### src/rtl/fp_wrapper_pkg.sv
// Shared definitions for the FP multiplier wrappers: product width, output
// wrapper state encoding and beat-count helpers.
package fp_wrapper_pkg;

  localparam int FP_W = 32;

  typedef enum logic [1:0] {
    IDLE,
    PRESENT,
    RELEASE
  } ow_state_e;

  function automatic int beat_count(input int fp_w, input int out_w);
    return fp_w / out_w;
  endfunction

  // Counter is at least one bit wide even for a single-beat product
  function automatic int cnt_width(input int beats);
    return (beats > 1) ? $clog2(beats) : 1;
  endfunction

endpackage

### src/rtl/out_wrapper_if.sv
// Narrow output bus: one OUT_W beat per four-phase outReady/outAccept cycle.
interface out_wrapper_if #(
  parameter int OUT_W = 16
);
  logic             outReady;
  logic [OUT_W-1:0] outData;
  logic             outLast;
  logic             outAccept;

  modport master (output outReady, outData, outLast, input outAccept);
  modport slave  (input outReady, outData, outLast, output outAccept);
endinterface

### src/rtl/out_wrapper_cu.sv
// Output wrapper controller: Moore FSM plus beat counter, issues load/shift
// strobes to the datapath and decodes the handshake outputs.
module out_wrapper_cu import fp_wrapper_pkg::*; #(
  parameter int BEATS = 2
) (
  input  logic clk,
  input  logic rst,
  input  logic fpDone,
  input  logic outAccept,
  output logic load,
  output logic shift,
  output logic outReady,
  output logic outLast,
  output logic busy
);

  localparam int              CNT_W = cnt_width(BEATS);
  localparam logic [CNT_W-1:0] LAST = CNT_W'(BEATS - 1);

  ow_state_e        state_q, state_d;
  logic [CNT_W-1:0] cnt_q, cnt_d;

  always_ff @(posedge clk) begin
    if (rst) begin
      state_q <= IDLE;
      cnt_q   <= '0;
    end else begin
      state_q <= state_d;
      cnt_q   <= cnt_d;
    end
  end

  always_comb begin
    state_d = state_q;
    cnt_d   = cnt_q;
    load    = 1'b0;
    shift   = 1'b0;
    unique case (state_q)
      IDLE: begin
        if (fpDone) begin
          load    = 1'b1;
          cnt_d   = '0;
          state_d = PRESENT;
        end
      end
      PRESENT: begin
        if (outAccept) state_d = RELEASE;
      end
      RELEASE: begin
        // Advance only once the consumer has dropped its acknowledge
        if (!outAccept) begin
          if (cnt_q == LAST) begin
            state_d = IDLE;
          end else begin
            shift   = 1'b1;
            cnt_d   = cnt_q + 1'b1;
            state_d = PRESENT;
          end
        end
      end
      default: state_d = IDLE;
    endcase
  end

  assign outReady = (state_q == PRESENT);
  assign busy     = (state_q != IDLE);
  assign outLast  = busy && (cnt_q == LAST);

endmodule

### src/rtl/out_wrapper.sv
// Output-side wrapper of the FP multiplier: captures the product on fpDone and
// streams it LSB beat first over the four-phase output bus.
module out_wrapper import fp_wrapper_pkg::*; #(
  parameter int FP_W  = fp_wrapper_pkg::FP_W,
  parameter int OUT_W = 16
) (
  input  logic              clk,
  input  logic              rst,
  input  logic              fpDone,
  input  logic [FP_W-1:0]   fpResult,
  out_wrapper_if.master     bus,
  output logic              busy,
  output logic              overrun
);

  localparam int BEATS = beat_count(FP_W, OUT_W);

  if ((FP_W % OUT_W) != 0 || !(OUT_W == 8 || OUT_W == 16 || OUT_W == 32)) begin : g_bad_out_w
    $error("out_wrapper: OUT_W must be 8, 16 or 32 and divide FP_W");
  end

  logic            load, shift;
  logic [FP_W-1:0] shreg_q, shreg_d;
  logic            ovr_q, ovr_d;

  out_wrapper_cu #(.BEATS(BEATS)) u_cu (
    .clk       (clk),
    .rst       (rst),
    .fpDone    (fpDone),
    .outAccept (bus.outAccept),
    .load      (load),
    .shift     (shift),
    .outReady  (bus.outReady),
    .outLast   (bus.outLast),
    .busy      (busy)
  );

  // A product arriving while one is in flight is dropped and flagged
  always_comb begin
    shreg_d = shreg_q;
    if (load)       shreg_d = fpResult;
    else if (shift) shreg_d = shreg_q >> OUT_W;
    ovr_d = ovr_q | (fpDone & busy);
  end

  always_ff @(posedge clk) begin
    if (rst) begin
      shreg_q <= '0;
      ovr_q   <= 1'b0;
    end else begin
      shreg_q <= shreg_d;
      ovr_q   <= ovr_d;
    end
  end

  assign bus.outData = shreg_q[OUT_W-1:0];
  assign overrun     = ovr_q;

endmodule

### src/flat_wrapper.sv
// flat-port wrapper written by rule: the top's interface ports become plain ports
module out_wrapper_flat import fp_wrapper_pkg::*;
#(
  parameter int FP_W  = fp_wrapper_pkg::FP_W,
  parameter int OUT_W = 16
)
  (clk, rst, fpDone, fpResult, busy, overrun, bus_outReady, bus_outData, bus_outLast, bus_outAccept);
  out_wrapper_if #(.OUT_W(OUT_W)) bus_i ();
  input  logic clk;
  input  logic rst;
  input  logic fpDone;
  input  logic [FP_W-1:0] fpResult;
  output logic busy;
  output logic overrun;
  output wire logic [$bits(bus_i.outReady)-1:0] bus_outReady;
  output wire logic [$bits(bus_i.outData)-1:0] bus_outData;
  output wire logic [$bits(bus_i.outLast)-1:0] bus_outLast;
  input wire logic [$bits(bus_i.outAccept)-1:0] bus_outAccept;
  assign bus_outReady = bus_i.outReady;
  assign bus_outData = bus_i.outData;
  assign bus_outLast = bus_i.outLast;
  assign bus_i.outAccept = bus_outAccept;
  out_wrapper #(.FP_W(FP_W), .OUT_W(OUT_W)) u_core (.clk(clk), .rst(rst), .fpDone(fpDone), .fpResult(fpResult), .bus(bus_i), .busy(busy), .overrun(overrun));
endmodule
### config.mk
export PLATFORM = sky130hd
export DESIGN_NAME = out_wrapper_flat
export DESIGN_NICKNAME = d
export VERILOG_FILES = /design/src/rtl/fp_wrapper_pkg.sv /design/src/rtl/out_wrapper_if.sv /design/src/rtl/out_wrapper_cu.sv /design/src/rtl/out_wrapper.sv /design/src/flat_wrapper.sv
export SDC_FILE = /design/constraint.sdc
export NUM_CORES = 1
export LEC_CHECK = 0
export ABC_AREA = 1
export CELL_PAD_IN_SITES_DETAIL_PLACEMENT = 0
export CELL_PAD_IN_SITES_GLOBAL_PLACEMENT = 2
export CORE_ASPECT_RATIO = 0.7
export CORE_UTILIZATION = 26
export DETAILED_ROUTE_END_ITERATION = 6
export PLACE_DENSITY = 0.8
export SETUP_SLACK_MARGIN = 0.02
export SKIP_CTS_REPAIR_TIMING = 1
export SYNTH_ARGS = -nofsm -noshare
export SYNTH_HDL_FRONTEND = slang
export SYNTH_SLANG_ARGS = --single-unit
### constraint.sdc
create_clock -name clk -period 1.86 [get_ports clk]
set_input_delay 0.372 -clock clk [delete_from_list [all_inputs] [get_ports clk]]
set_output_delay 0.372 -clock clk [all_outputs]
set_load 0.01 [all_outputs]
[Yosys cells after proc, flatten, opt, wreduce, memory -nomap -nowiden]
Cells that the tools add are included.
Storage, ports and cells
  memories: 0
  bits of input ports: 36
  RAM bits: 0
  register bits: 36
  logic and storage cells: 35
  output and inout bits: 20
  latch bits: 0
  bits in read-only memories: 0
Operators by class
  $mul: 0
  equality and inequality tests: 5
  muxes and demuxes: 16
  divide/modulo/power cells: 0
  bitwise operators: 2
  add/sub/neg operators: 1
  shift operators: 0
  $lt $le $gt $ge: 0
  reductions and logical operators: 7
Operators by type and width (number)
  $mux 32: 2
  $mux 1: 9
  $mux 2: 3
  $pmux 2 s3: 1
  $reduce_and 3->1: 2
  $reduce_bool 2->1: 3
  $ne 2x2->1 const B: 2
  $eq 2x1->1 const B: 1
  $eq 2x2->1 const B: 1
  $logic_not 2->1: 1
  $ne 2x1->1 const B: 1
  $pmux 1 s2: 1
  $add 1x1->1 const B: 1
  $and 1x1->1: 1
  $logic_and 1x1->1: 1
  $or 1x1->1: 1

[Logic depth before layout (Yosys ltp)]
Gate-level depths: netlist of the first run.
  depth after elaboration: 5
  mapped depth: 7
  depth with buffers taken out: 6

[Cells and area by module]
Synthesis of the first run repeated with hierarchy kept, for this count alone.
Second synthesis, totals
  cell total of the unflattened synthesis: 240
  area, all modules: 1700.4 um^2
Modules (own cells, without submodules)
  out_wrapper: area each 1519.0 um^2, cells an instance 211, sequential area each 660.6 um^2, instances 1
  out_wrapper_cu: area each 181.4 um^2, cells an instance 29, sequential area each 60.1 um^2, instances 1

[Least setup slack after synthesis of the first run]
No wires, ideal clock.
  path kind: flip-flop to output port
  start: reg u_core.u_cu.state_q[0]
  end: out bus_outLast
  setup slack: 0.659 ns
  required time: 1.488 ns
  arrival: 0.829 ns
  buffers on the path: 1
  cell stages (with the launch flop): 4
  cells stage by stage: dfxtp_1 nor2_4 buf_4 nor2_1
On the way
  word-level cells in the longest chain between the ends: 2
RTL lines
  start, declared: line out_wrapper_cu.sv:20  | ow_state_e state_q, state_d;
  start signal, assigned: line out_wrapper_cu.sv:28  | state_q <= state_d;
  $reduce_bool 2->1: line out_wrapper_cu.sv:66  | assign busy = (state_q != IDLE);
  $logic_and 1x1->1: line out_wrapper_cu.sv:67  | assign outLast = busy && (cnt_q == LAST);
  end, declared: line flat_wrapper.sv:17  | output wire logic [$bits(bus_i.outLast)-1:0] bus_outLast;
Every way passes these cells.

[Worst setup path after layout of the first run]
  start: reg u_core.u_cu.state_q[0]
  end: out busy
On the way
  word-level cells in the longest chain between the ends: 1
RTL lines
  $reduce_bool 2->1: line out_wrapper_cu.sv:66
  end, declared: line flat_wrapper.sv:13  | output logic busy;
Every way passes these cells.

==> flow_summary_export.csv, run 1 <==
group,metric,value,unit
routing,met3WireLength,264,µm
global_route,grt_usage,14.9,%
critical_path,arrival,1.40,ns
critical_path,criticalPathCategory,"flip-flop to primary output",
floorplanning,io_pins,56,
timing,worst_slack,0.0881,ns
timing,worst_hold_slack,0.481,ns
global_route,grt_pass1_wl,7980,µm
timing,finalHoldViolCount,0,
routing,ant_nets,0,
critical_path,crit_start,"u_core.u_cu.state_q[0]",
placement,dpl.cell_count,363,
routing,drc,0,
critical_path,critPathRequiredTime,1.49,ns
hold_path,min_to,"u_core.shreg_q[18]",
yosys,seq_area_frac_synth,41.7,%
finish,final_cell_mix,"nand3_1, clkdlybuf4s50_1, nand2_1",
clock_tree,cts_buffer_depth,2,
clock_tree,clock-sinks,36,
yosys,syn-num-nets,272,
timing,post-route-period-util,95.3,%
timing,period_minus_slack,1.77,ns
floorplanning,die_h,70.2,µm
global_route,grt_pass1_vias,1572,
critical_path,reg2reg_depth,7,
placement,gp_congestion,0.731,
routing,vias,1672,
hold_path,hp-class,"flip-flop to flip-flop",
clock_tree,clk_latency,0.29,ns
floorplanning,core_area,6340,µm²
critical_path,critPathMaxFanout,6,
floorplanning,initial_utilization,27.3,%
timing,finClkSkew,0.00434,ns
yosys,ys_warn_count,0,
finish,stdcell_count,373,
finish,drive_above_1_share,11.0,%
routing,firstDrtPassIters,4,
clock_tree,clock_tree.root_cell,"clkbuf_8",
critical_path,setup.worst_path.end_class,"primary output",
yosys,netlist_instances,236,
status,status,"finished, final reports clean",
routing,wl_per_cell,13.4,µm
routing,initialDrtViolationCount,85,
timing,setup_viol_count_final,0,
yosys,ys_types,18,
critical_path,path_delay_family,"buffers and inverters",
global_route,grt_remaining_overflow,0,
pwr,p_per_area,746,nW/µm²
floorplanning,die_w,99.5,µm
floorplanning,dieArea,6990,µm²
critical_path,r2r_setup_slack,0.28,ns
routing,wl_met2,2060,µm
routing,wl_met1,2640,µm
finish,antenna_cells,0,
finish,layout_commonest_cell,"nand3_1",
finish,final_nets,318,
pwr,leakage,0.988,nW
timing,relSlewSlack,74.7,%
placement,pre_cts_ws,0.155,ns
finish,stdcell_area,2380,µm²
clock_tree,cts_buffers,5,
placement,hpwl,3490,µm
placement,placed_area,2270,µm²
critical_path,slowest_delay,0.48,ns
routing,via_per_inst,4.48,
yosys,syn-cell-area,1730,µm²
global_route,grt_max_degree,20,
hold_path,hold_depth,2,
routing,wirelength,5010,µm
timing,fmax,564,MHz
critical_path,r2r_end,"u_core.shreg_q[16]",
floorplanning,row_count,24,
placement,portBuffers,55,
pwr,ir_drop,0.000259,V
critical_path,critPathLaunchType,"flip-flop",
critical_path,cp_num_buf_inv,2,
clock_tree,path_clk_slew,0.07,ns
critical_path,crit-reg2reg-launch,"u_core.u_cu.state_q[0]",
clock_tree,cts_tree,"yes",
finish,finish.utilization,37.6,%
critical_path,slowest_stage,"clkdlybuf4s50_1",
critical_path,crit_chain,"nor2_4 -> inv_1 -> clkdlybuf4s50_1",
timing,rsz0062_at_grt,"no",
routing,highest_layer,"met4",
yosys,synth-seq-cells,36,
hold_path,min_from,"u_core.shreg_q[18]",
timing,worstMarginPinSlew,0.378,ns
timing,drv_slew,0,
flow_run,max_cap_violations,0,
finish,area_delta_synth_final,37.8,%
clock_tree,htreeDepth,2,
yosys,syn_area_per_cell,7.33,µm²
global_route,antenna_found_initial,0,
==> flip-flops by register name, summed over array words and instances, names as in the netlist <==
name                 flops
u_core.u_cu.state_q      2
u_core.u_cu.cnt_q        1
u_core.shreg_q          32
u_core.overrun           1
==> per-layer routing <==
layer / GRT usage, % / up-vias
met5: 0 / -
met4: 3.43 / 0
met3: 3.70 / 4
met2: 21.3 / 52
met1: 22.3 / 766
li1: - / 850
==> worst min-delay path, cell delays in order (launching register included) <==
cell	delay [ns]
dfxtp_1	0.31
nand3_1	0.07
a21oi_1	0.05
==> power breakdown <==
part / leakage, nW / total (W) / internal [W] / switching, W
clock network: 0.0410 / 0.000542 / 0.000255 / 0.000287
logic: 0.651 / 0.000383 / 0.000198 / 0.000185
registers: 0.296 / 0.000853 / 0.000823 / 0.0000293
total: 0.988 / 0.00178 / 0.00128 / 0.000501
==> cells in the mapped netlist <==
| cell type | count | area (µm²) |
|---|---|---|
| nand2_4 | 1 | 11.3 |
| buf_4 | 20 | 150 |
| clkbuf_1 | 4 | 15.0 |
| clkinv_2 | 1 | 5.00 |
| nand2_1 | 36 | 135 |
| dfxtp_1 | 36 | 721 |
| buf_1 | 1 | 3.75 |
| nor2_4 | 3 | 33.8 |
| inv_1 | 21 | 78.8 |
| buf_2 | 5 | 25.0 |
| inv_2 | 1 | 3.75 |
| o21bai_1 | 1 | 7.51 |
| nor2_1 | 4 | 15.0 |
| a21oi_1 | 34 | 170 |
| nand2_2 | 1 | 6.26 |
| buf_6 | 2 | 22.5 |
| nand3_1 | 64 | 320 |
| nor3_1 | 1 | 5.00 |
==> cell type report <==
class,count,area (µm²)
Clock buffer,6,72.6
Fill cell,698,3950
Clock inverter,1,5.00
Tap cell,91,114
Timing Repair Buffer,71,676
Multi-Input combinational cell,145,704
Inverter,23,87.6
Sequential cell,36,723
==> how the worst max path moves through the flow <==
stage                         end  slack [ns]  cells after the start
2_1_floorplan         bus_outLast        0.66                      3
3_3_place_gp   u_core.shreg_q[21]        0.17                      6
3_5_place_dp   u_core.shreg_q[21]        0.16                      6
4_1_cts               bus_outLast       -0.09                      3
5_1_grt                      busy        0.04                      3
6_report                     busy        0.09                      3
==> metrics by stage <==
stage          total power (W)  TNS [ns]
6_report               0.00178         0
5_1_grt                0.00186         0
4_1_cts                0.00178   -0.0912
3_5_place_dp           0.00124         0
3_3_place_gp           0.00125         0
2_1_floorplan          0.00108         0
==> kinds of logic after synthesis <==
kind of cell,after synthesis,share of synthesized area [%]
and+or+nand+nor,110,30.5
DFF,36,41.7
AOI/OAI and AO/OA,35,10.3
buffers and inverters,55,17.6
No activity file was read; power rests on OpenSTA's default activity.
==> run 2, diff against run 1 <==
- CORE_MARGIN: default -> 1
- CORE_UTILIZATION: 26 -> 36
- DONT_BUFFER_PORTS: default -> 1
- SLEW_MARGIN: default -> 20
==> run 2 against run 1 <==
Effect of this change:
- the flow now finishes with violations (design-rule violations)
- largest power group unchanged
- count of clock-buffer cells in the layout is 2 higher
- first-iteration DRC count decreased by 1.2%
- die area down 27%
- cell count fell by 27%
- combinational power is 52% lower
- power shrank 9.0%
- critical path type unchanged
- design area shrank 29%
- critical path depth did not move
- clock skew hardly changed
- sequential power up 2%
- critical endpoint unchanged
- register-to-register slack gained 0.21 ns
- wire length shrank 18%
==> flow_summary_export.csv, run 2 (same netlist as run 1, synthesis figures left out) <==
group,metric,value,unit
finish,area_delta_synth_final,-1.59,%
global_route,grt_max_degree,37,
timing,finalHoldViolCount,0,
routing,firstDrtPassIters,6,
global_route,grt_remaining_overflow,0,
clock_tree,cts_buffers,5,
critical_path,cp_num_buf_inv,2,
routing,wl_per_cell,15.1,µm
finish,final_nets,251,
critical_path,reg2reg_depth,6,
floorplanning,dieArea,5090,µm²
floorplanning,io_pins,56,
critical_path,arrival,1.22,ns
routing,wirelength,4090,µm
floorplanning,core_area,4480,µm²
pwr,p_per_area,951,nW/µm²
critical_path,slowest_delay,0.36,ns
clock_tree,path_clk_slew,0.07,ns
timing,finalSetupTns,0,ns
finish,final_cell_mix,"nand3_1, nand2_1, dfxtp_1",
routing,drc,4,
critical_path,slowest_stage,"dfxtp_1",
critical_path,crit_cells,3,
finish,drive_above_1_share,7.87,%
finish,layout_commonest_cell,"nand3_1",
global_route,grt_pass1_wl,6490,µm
finish,regMostFlops,"u_core.shreg_q",
placement,pre_cts_ws,0.492,ns
finish,finish.utilization,38.0,%
global_route,antenna_found_initial,0,
critical_path,crit_chain,"nor2_4 -> buf_4 -> inv_1",
routing,via_per_inst,5.32,
critical_path,critPathMaxFanout,11,
critical_path,crit-reg2reg-launch,"u_core.u_cu.state_q[0]",
status,violations,"design-rule violations",
hold_path,hp-class,"input pin to flip-flop",
clock_tree,clock-sinks,36,
floorplanning,row_count,20,
timing,worst_slack,0.266,ns
clock_tree,clock_tree.root_cell,"clkbuf_8",
critical_path,path_delay_family,"flip-flops",
finish,antenna_cells,0,
placement,hpwl,2900,µm
routing,initialDrtViolationCount,84,
timing,relSlewSlack,61.4,%
routing,vias,1443,
pwr,leakage,0.697,nW
hold_path,hold_depth,1,
finish,largestRegisters,"u_core.shreg_q: 32 flops, u_core.u_cu.state_q: 2 flops",
timing,setup_viol_count_final,0,
timing,drv_slew,0,
floorplanning,die_w,84.8,µm
timing,worst_hold_slack,0.157,ns
hold_path,min_from,"rst",
critical_path,crit_start,"u_core.u_cu.state_q[0]",
placement,portBuffers,0,
clock_tree,htreeDepth,2,
floorplanning,initial_utilization,38.6,%
timing,rsz0062_at_grt,"no",
placement,gp_congestion,0.761,
floorplanning,die_h,60.0,µm
routing,ant_nets,0,
critical_path,critPathLaunchType,"flip-flop",
status,status,"complete, but fails checks",
clock_tree,cts_buffer_depth,2,
pwr,ir_drop,0.000321,V
finish,largest_reg_flops,32,
timing,post-route-period-util,85.7,%
critical_path,critPathRequiredTime,1.49,ns
global_route,grt_usage,16.9,%
critical_path,setup.worst_path.end_class,"primary output",
timing,fmax,627,MHz
critical_path,criticalPathCategory,"flip-flop to primary output",
clock_tree,cts_tree,"yes",
timing,period_minus_slack,1.59,ns
timing,finClkSkew,0.00422,ns
flow_run,max_cap_violations,0,
global_route,grt_pass1_vias,1385,
timing,worstMarginPinSlew,0.577,ns
clock_tree,clk_latency,0.28,ns
-- run 2: worst register-to-register path, stage by stage, from the launching register on --
cell      delay (ns)
dfxtp_1         0.43
nor2_4          0.10
nand2_4         0.18
buf_4           0.28
nand2_1         0.08
o21bai_1        0.14
inv_1           0.06
-- run 2: layer usage --
metal | up-vias | wire length [µm] | global-route usage [%]
met5 | - | 0 | 0
met2 | 48 | 1870 | 28.2
met1 | 672 | 1860 | 20.3
met3 | 7 | 310 | 6.22
li1 | 716 | - | -
met4 | 0 | 46 | 6.54
-- run 2: per-stage QoR --
step | power (W) | std cells | instance area [µm²]
final | 0.00162 | 271 | 1700
after CTS | 0.00164 | 271 | 1700
after global routing | 0.00171 | 271 | 1700
after floorplan | 0.00108 | 236 | 1730
after global placement | 0.00107 | 263 | 1610
after detailed placement | 0.00107 | 263 | 1610
-- run 2: path summary, 6_finish.rpt --
path | endpoint | slack, ns
setup / recovery | busy | 0.27
hold reg to reg | u_core.shreg_q[28] | 0.48
hold / removal | u_core.shreg_q[5] | 0.16
setup reg to reg | u_core.u_cu.state_q[0] | 0.49
-- run 2: power breakdown --
part	switching [W]	total, W	internal, W
combinational	0.000118	0.000184	0.0000665
sequential	0.0000469	0.000871	0.000824
clock	0.000261	0.000563	0.000302
total	0.000426	0.00162	0.00119
-- run 2: area by class of cell --
cell class                 count  area [µm²]
clock buffer                   8        90.1
fill                         465        2780
inverter                      23        87.6
multi-input combinational    145         704
sequential                    36         721
tap                           55        68.8
timing repair buffer           4        30.0
